<file path="config.mk">
export PLATFORM = sky130hd
export DESIGN_NAME = vga_sync_decoder
export DESIGN_NICKNAME = d
export VERILOG_FILES = /design/src/rtl/vga_sync_decoder.sv
export SDC_FILE = /design/constraint.sdc
export NUM_CORES = 1
export LEC_CHECK = 0
export BUFFER_PORTS_ARGS = -buffer_cell sky130_fd_sc_hd__buf_4
export CAP_MARGIN = 10
export CORE_MARGIN = 5
export CORE_UTILIZATION = 30
export DETAILED_ROUTE_END_ITERATION = 16
export GPL_TIMING_DRIVEN = 0
export PLACE_DENSITY_LB_ADDON = 0.1
export SLEW_MARGIN = 10
export SYNTH_ARGS = -nofsm -noshare
export SYNTH_HDL_FRONTEND = slang
export SYNTH_SLANG_ARGS = --single-unit
</file>
<file path="constraint.sdc">
create_clock -name pixel_clk -period 5.08 [get_ports pixel_clk]
set_clock_uncertainty 0.15 [all_clocks]
set_input_delay 0.762 -clock pixel_clk [delete_from_list [all_inputs] [get_ports pixel_clk]]
set_output_delay 0.762 -clock pixel_clk [all_outputs]
set_load 0.1 [all_outputs]
</file>
<file path="src/rtl/vga_sync_decoder.sv">
// Receive-side VGA timing decoder: measures HSYNC/VSYNC timing, locks after clean
// frames, and regenerates pixel coordinates with a flywheel that re-aligns on sync edges.
module vga_sync_decoder #(
  parameter int H_DISPLAY   = 640,
  parameter int H_FP        = 16,
  parameter int H_SYNC      = 96,
  parameter int H_TOTAL     = 800,
  parameter int V_DISPLAY   = 480,
  parameter int V_FP        = 10,
  parameter int V_SYNC      = 2,
  parameter int V_TOTAL     = 525,
  parameter int SYNC_ALIGN  = 2,
  parameter int LOCK_FRAMES = 2
) (
  input  logic        pixel_clk,
  input  logic        reset,
  input  logic        h_sync_in,
  input  logic        v_sync_in,
  output logic        locked,
  output logic [9:0]  pixel_x,
  output logic [9:0]  pixel_y,
  output logic        video_on,
  output logic        frame_sync,
  output logic        timing_err,
  output logic [7:0]  err_count,
  output logic [10:0] line_len
);

  localparam logic [10:0] CNT_MAX  = 11'h7FF;
  localparam logic [9:0]  X_RELOAD = 10'(H_DISPLAY + H_FP + SYNC_ALIGN);
  localparam logic [9:0]  Y_RELOAD = 10'(V_DISPLAY + V_FP);
  localparam logic [9:0]  X_LAST   = 10'(H_TOTAL - 1);
  localparam logic [9:0]  Y_LAST   = 10'(V_TOTAL - 1);
  localparam int          GOOD_W   = $clog2(LOCK_FRAMES + 1);

  typedef enum logic [1:0] {SEARCH, VERIFY, LOCKED} state_t;

  state_t            state_q;
  logic [GOOD_W-1:0] good_q;
  logic              err_seen_q;
  logic              locked_q;

  logic        hs_prev_q, vs_prev_q;
  logic [9:0]  x_cnt_q, x_cnt_d, y_cnt_q, y_cnt_d;
  logic [10:0] h_per_q, h_per_d, h_wid_q, h_wid_d;
  logic [10:0] lines_q, lines_d, v_wid_q, v_wid_d;
  logic [10:0] line_len_q, line_len_d;
  logic        h_valid_q, h_valid_d, v_valid_q, v_valid_d;
  logic        frame_sync_q, timing_err_q;
  logic [7:0]  err_count_q, err_count_d;

  logic h_fall, h_rise, v_fall, v_rise;
  logic x_wrap, loss, check_err, err_pulse;

  function automatic logic [10:0] sat_inc(input logic [10:0] v);
    return (v == CNT_MAX) ? v : v + 11'd1;
  endfunction

  always_comb begin
    h_fall = hs_prev_q & ~h_sync_in;
    h_rise = ~hs_prev_q & h_sync_in;
    v_fall = vs_prev_q & ~v_sync_in;
    v_rise = ~vs_prev_q & v_sync_in;
    x_wrap = (x_cnt_q == X_LAST) && !h_fall;

    // Loss fires once, on the transition into saturation, not every saturated cycle.
    loss = !h_fall && (h_per_q == CNT_MAX - 11'd1);

    check_err = (h_fall && h_valid_q && (sat_inc(h_per_q) != 11'(H_TOTAL)))
             || (h_rise && h_valid_q && (h_wid_q != 11'(H_SYNC)))
             || (v_fall && v_valid_q && (lines_q != 11'(V_TOTAL)))
             || (v_rise && v_valid_q && (v_wid_q != 11'(V_SYNC)));
    err_pulse = loss || (check_err && (state_q != SEARCH));

    x_cnt_d = h_fall ? X_RELOAD : (x_cnt_q == X_LAST) ? 10'd0 : x_cnt_q + 10'd1;
    y_cnt_d = y_cnt_q;
    if (v_fall)
      y_cnt_d = Y_RELOAD;
    else if (x_wrap)
      y_cnt_d = (y_cnt_q == Y_LAST) ? 10'd0 : y_cnt_q + 10'd1;

    h_per_d    = h_fall ? 11'd0 : sat_inc(h_per_q);
    line_len_d = h_fall ? sat_inc(h_per_q) : line_len_q;
    h_wid_d    = h_sync_in ? 11'd0 : sat_inc(h_wid_q);
    lines_d    = v_fall ? {10'd0, h_fall} : (h_fall ? sat_inc(lines_q) : lines_q);
    v_wid_d    = v_sync_in ? 11'd0 : (h_fall ? sat_inc(v_wid_q) : v_wid_q);

    h_valid_d = loss ? 1'b0 : (h_fall ? 1'b1 : h_valid_q);
    v_valid_d = loss ? 1'b0 : (v_fall ? 1'b1 : v_valid_q);

    err_count_d = (err_pulse && (err_count_q != 8'hFF)) ? err_count_q + 8'd1 : err_count_q;
  end

  always_ff @(posedge pixel_clk) begin
    if (reset) begin
      hs_prev_q    <= 1'b1;
      vs_prev_q    <= 1'b1;
      x_cnt_q      <= '0;
      y_cnt_q      <= '0;
      h_per_q      <= '0;
      h_wid_q      <= '0;
      lines_q      <= '0;
      v_wid_q      <= '0;
      line_len_q   <= '0;
      h_valid_q    <= 1'b0;
      v_valid_q    <= 1'b0;
      frame_sync_q <= 1'b0;
      timing_err_q <= 1'b0;
      err_count_q  <= '0;
    end else begin
      hs_prev_q    <= h_sync_in;
      vs_prev_q    <= v_sync_in;
      x_cnt_q      <= x_cnt_d;
      y_cnt_q      <= y_cnt_d;
      h_per_q      <= h_per_d;
      h_wid_q      <= h_wid_d;
      lines_q      <= lines_d;
      v_wid_q      <= v_wid_d;
      line_len_q   <= line_len_d;
      h_valid_q    <= h_valid_d;
      v_valid_q    <= v_valid_d;
      frame_sync_q <= v_fall;
      timing_err_q <= err_pulse;
      err_count_q  <= err_count_d;
    end
  end

  // good_q counts clean frames; err_seen_q remembers an error earlier in the current frame.
  always_ff @(posedge pixel_clk) begin
    if (reset) begin
      state_q    <= SEARCH;
      good_q     <= '0;
      err_seen_q <= 1'b0;
      locked_q   <= 1'b0;
    end else if (loss) begin
      state_q    <= SEARCH;
      good_q     <= '0;
      err_seen_q <= 1'b0;
      locked_q   <= 1'b0;
    end else begin
      case (state_q)
        SEARCH: begin
          if (v_fall) begin
            state_q    <= VERIFY;
            good_q     <= '0;
            err_seen_q <= 1'b0;
          end
        end
        VERIFY: begin
          if (v_fall) begin
            err_seen_q <= 1'b0;
            if (!err_seen_q && !check_err) begin
              if (good_q == GOOD_W'(LOCK_FRAMES - 1)) begin
                state_q  <= LOCKED;
                good_q   <= '0;
                locked_q <= 1'b1;
              end else begin
                good_q <= good_q + GOOD_W'(1);
              end
            end else begin
              good_q <= '0;
            end
          end else if (check_err) begin
            good_q     <= '0;
            err_seen_q <= 1'b1;
          end
        end
        LOCKED: begin
          if (check_err) begin
            state_q    <= VERIFY;
            good_q     <= '0;
            err_seen_q <= !v_fall;
            locked_q   <= 1'b0;
          end
        end
        default: begin
          state_q  <= SEARCH;
          good_q   <= '0;
          locked_q <= 1'b0;
        end
      endcase
    end
  end

  assign locked     = locked_q;
  assign pixel_x    = x_cnt_q;
  assign pixel_y    = y_cnt_q;
  assign video_on   = locked_q && (x_cnt_q < 10'(H_DISPLAY)) && (y_cnt_q < 10'(V_DISPLAY));
  assign frame_sync = frame_sync_q;
  assign timing_err = timing_err_q;
  assign err_count  = err_count_q;
  assign line_len   = line_len_q;

endmodule

</file>
==> metrics <==
status=finished, final reports clean; layout cells sized above 1=approximately 12%; Mapped Cells=between 500 and 600; CP endpoint kind=flip-flop; setup ws final=between 1.5 and 2 ns; vias post-DR=slightly below 4000; syn avg cell area=around 8.4 sq um; minimum clock period=3.11 ns; Placer Congestion=around 0.80; Total Wirelength=around 11 mm; ys flop type=dfxtp_1; largest net degree at the start of global routing=15; # Post-CTS Setup Buffers=0; Top Layer Used=met4; hold_buf cts=0; row count=45; Netlist Area Pre-Place=between 4000 and 5000 sq um; DIE HEIGHT=~130 microns; met3 wire length=about 440 microns; slowest CP cell=nor4_1; Initial Util=between 30% and 40%; met2 wire length=~5.1 mm; CTS resizes=0; DR iter-0 viols=182; most instantiated library cell after synthesis=dfxtp_1; Inst Count DP=about 770; Synth Net Count=560; Slew Viols, Final=0; Slew HR=a little over half; leakage=2.02 nW; CTS H-tree depth=3; Post-synth EDFFs=0; IO Count=47; CP peak stage delay=0.52 ns; TritonCTS clock tree=yes; MaxCap Viol Count=0; hpwl dp=~8 mm; share of the synthesized area in the top cell type=a little over two fifths; Setup TNS=0 ns; period utilization=between 60 and 70%; fin cells=roughly 790; Worst-Margin Slew=roughly 0.69 ns; Initial DRT Pass Iterations=4; Area contributors post-synth=dfxtp_1 42%, nor2_1 6.3%, ha_1 4.4%; Final nets=slightly above 600; clk root buf=clkbuf_16; Die Width=between 100 and 150 microns; Worst Setup Start Kind=flip-flop; crit-path cells=ha_1, nand4_1, mux2_2, o32a_1, nor4_1, o21a_1, o211ai_1, mux2i_1; clock latency on the worst-skew pair=between 0.3 and 0.4 ns; Clock Sinks=between 90 and 100; Max IR drop VDD=around 0.00019 V; IO Port Bufs=45; Hold Crit Class=reg2reg; n_diodes=0; synth-to-layout area growth=19.1%; initial antenna violation count=0; vias in the first global route=3818; Final Hold Viols=0; Vias/cell=approximately 5; Setup Crit Path Kind=reg2reg; most frequent cells after synthesis=95 x dfxtp_1, 76 x nor2_1, 46 x nand2_1; CP top delay family=simple AND/OR/NAND/NOR gates; GRT Total Usage=between 10% and 20%; fmax=321 MHz; first-pass GRT wire length=roughly 19 mm; Arrival @ worst endpoint=approximately 3.2 ns; Clock Pin Slew Worst Setup and Hold Paths=~0.060 ns; crit-path max FO=10; CTS Buf Count=9; Core ar.=15000 sq um; drt drc=0; leading area contributor after synthesis=dfxtp_1; RSZ-0062 raised after global routing=false; FFs w/ async S/R, synth=0%; Yosys Warn Count=0; Seq cells post-synth=95; clock tree buffer depth=2; Die ar.=17800 sq um; Routed met1 length=~5.3 mm; pre-CTS setup slack=1.69 ns; DRT antenna net count=0; Worst Path Buf+Inv=0; Required @ worst endpoint=5.15 ns; Yosys cell types=57; pwr/cell area=roughly 340 nW/um^2; GRT overflow=0; Avg WL per Cell=14.1 microns; Seq/Total Area, Yosys=41.7%; setup violators final=0
## layout by cell type (no fill, tap or decap), drive strengths merged, types with 4 or more instances in the layout
| master | netlist | routed |
|---|---|---|
| nor4 | 5 | 5 |
| o21ai | 30 | 30 |
| a21oi | 27 | 27 |
| buf | 6 | 51 |
| and4 | 6 | 6 |
| nand3 | 19 | 19 |
| nor2b | 9 | 9 |
| o31ai | 5 | 5 |
| a31oi | 9 | 9 |
| nor4b | 4 | 4 |
| xor2 | 20 | 20 |
| clkbuf | 10 | 21 |
| dfxtp | 95 | 95 |
| or4 | 6 | 6 |
| or3 | 7 | 7 |
| nand4 | 19 | 19 |
| xnor2 | 17 | 17 |
| nand2b | 10 | 10 |
| a211oi | 7 | 7 |
| o211ai | 4 | 4 |
| inv | 21 | 21 |
| and3 | 14 | 14 |
| and2 | 5 | 5 |
| nand2 | 46 | 46 |
| nor3 | 10 | 10 |
| ha | 16 | 16 |
| a21o | 6 | 6 |
| nor2 | 77 | 77 |
## worst min-delay path: cells and delay by family (launching register included)
kind             cells  cell delay (ns)
AND/OR/NAND/NOR      1             0.04
AO/OA/AOI/OAI        1             0.05
flip-flops           1             0.33
## worst paths after layout
kind / startpoint / to / slack [ns] / cells past startpoint
max: h_per_q[1] / state_q[0] / 1.97 / 8
max reg2reg: h_per_q[1] / state_q[0] / 1.97 / 8
min reg2reg: line_len[6] / line_len[6] / 0.30 / 2
min: line_len[6] / line_len[6] / 0.30 / 2
## kinds of logic after synthesis
| group | Yosys count | synth area share [%] |
|---|---|---|
| adders and majority gates | 16 | 4.39 |
| DFF | 95 | 41.7 |
| and+or+nand+nor | 244 | 27.5 |
| AOI/OAI and AO/OA | 106 | 14.7 |
| xor gates and xnor gates | 37 | 7.11 |
| buffers and inverters | 37 | 3.43 |
| muxes | 5 | 1.23 |
## through the flow
| step | utilization, % | instance area (sq um) | total power [mW] | hold slack, ns |
|---|---|---|---|---|
| after floorplan | - | 4560 | 1.09 | 0.280 |
| after global placement | 34.1 | 5130 | 1.17 | 0.288 |
| after detailed placement | 34.1 | 5130 | 1.17 | 0.295 |
| after CTS | 36.1 | 5430 | 1.87 | 0.311 |
| after global routing | 36.1 | 5430 | 1.93 | 0.334 |
| final | 36.1 | 5430 | 1.84 | 0.303 |
## per-layer routing
metal,global-route usage (%),up-vias
li1,-,2039
met1,16.6,1830
met2,20.6,58
met3,3.63,15
met4,4.51,0
met5,0,-
## where the power goes
part | internal, mW | switching, mW
Sequential | 0.773 | 0.0329
Combinational | 0.0959 | 0.249
Clock | 0.403 | 0.287
## state kept, by name, indices dropped and copies added, names as in the netlist, 8 cells and up
| register | flops |
|---|---|
| h_per_q | 11 |
| h_wid_q | 11 |
| line_len | 11 |
| lines_q | 11 |
| v_wid_q | 11 |
| pixel_x | 10 |
| pixel_y | 10 |
| err_count | 8 |
## layout make-up
class | count | area (sq um)
inverter | 21 | 78.8
clock buffer | 11 | 253
buffer | 16 | 77.6
tap | 188 | 235
fill | 1587 | 9600
clock inverter | 4 | 45.0
timing repair buffer | 45 | 338
sequential | 95 | 1900
multi-input combinational | 408 | 2500
No activity file was read; power rests on OpenSTA's default activity.
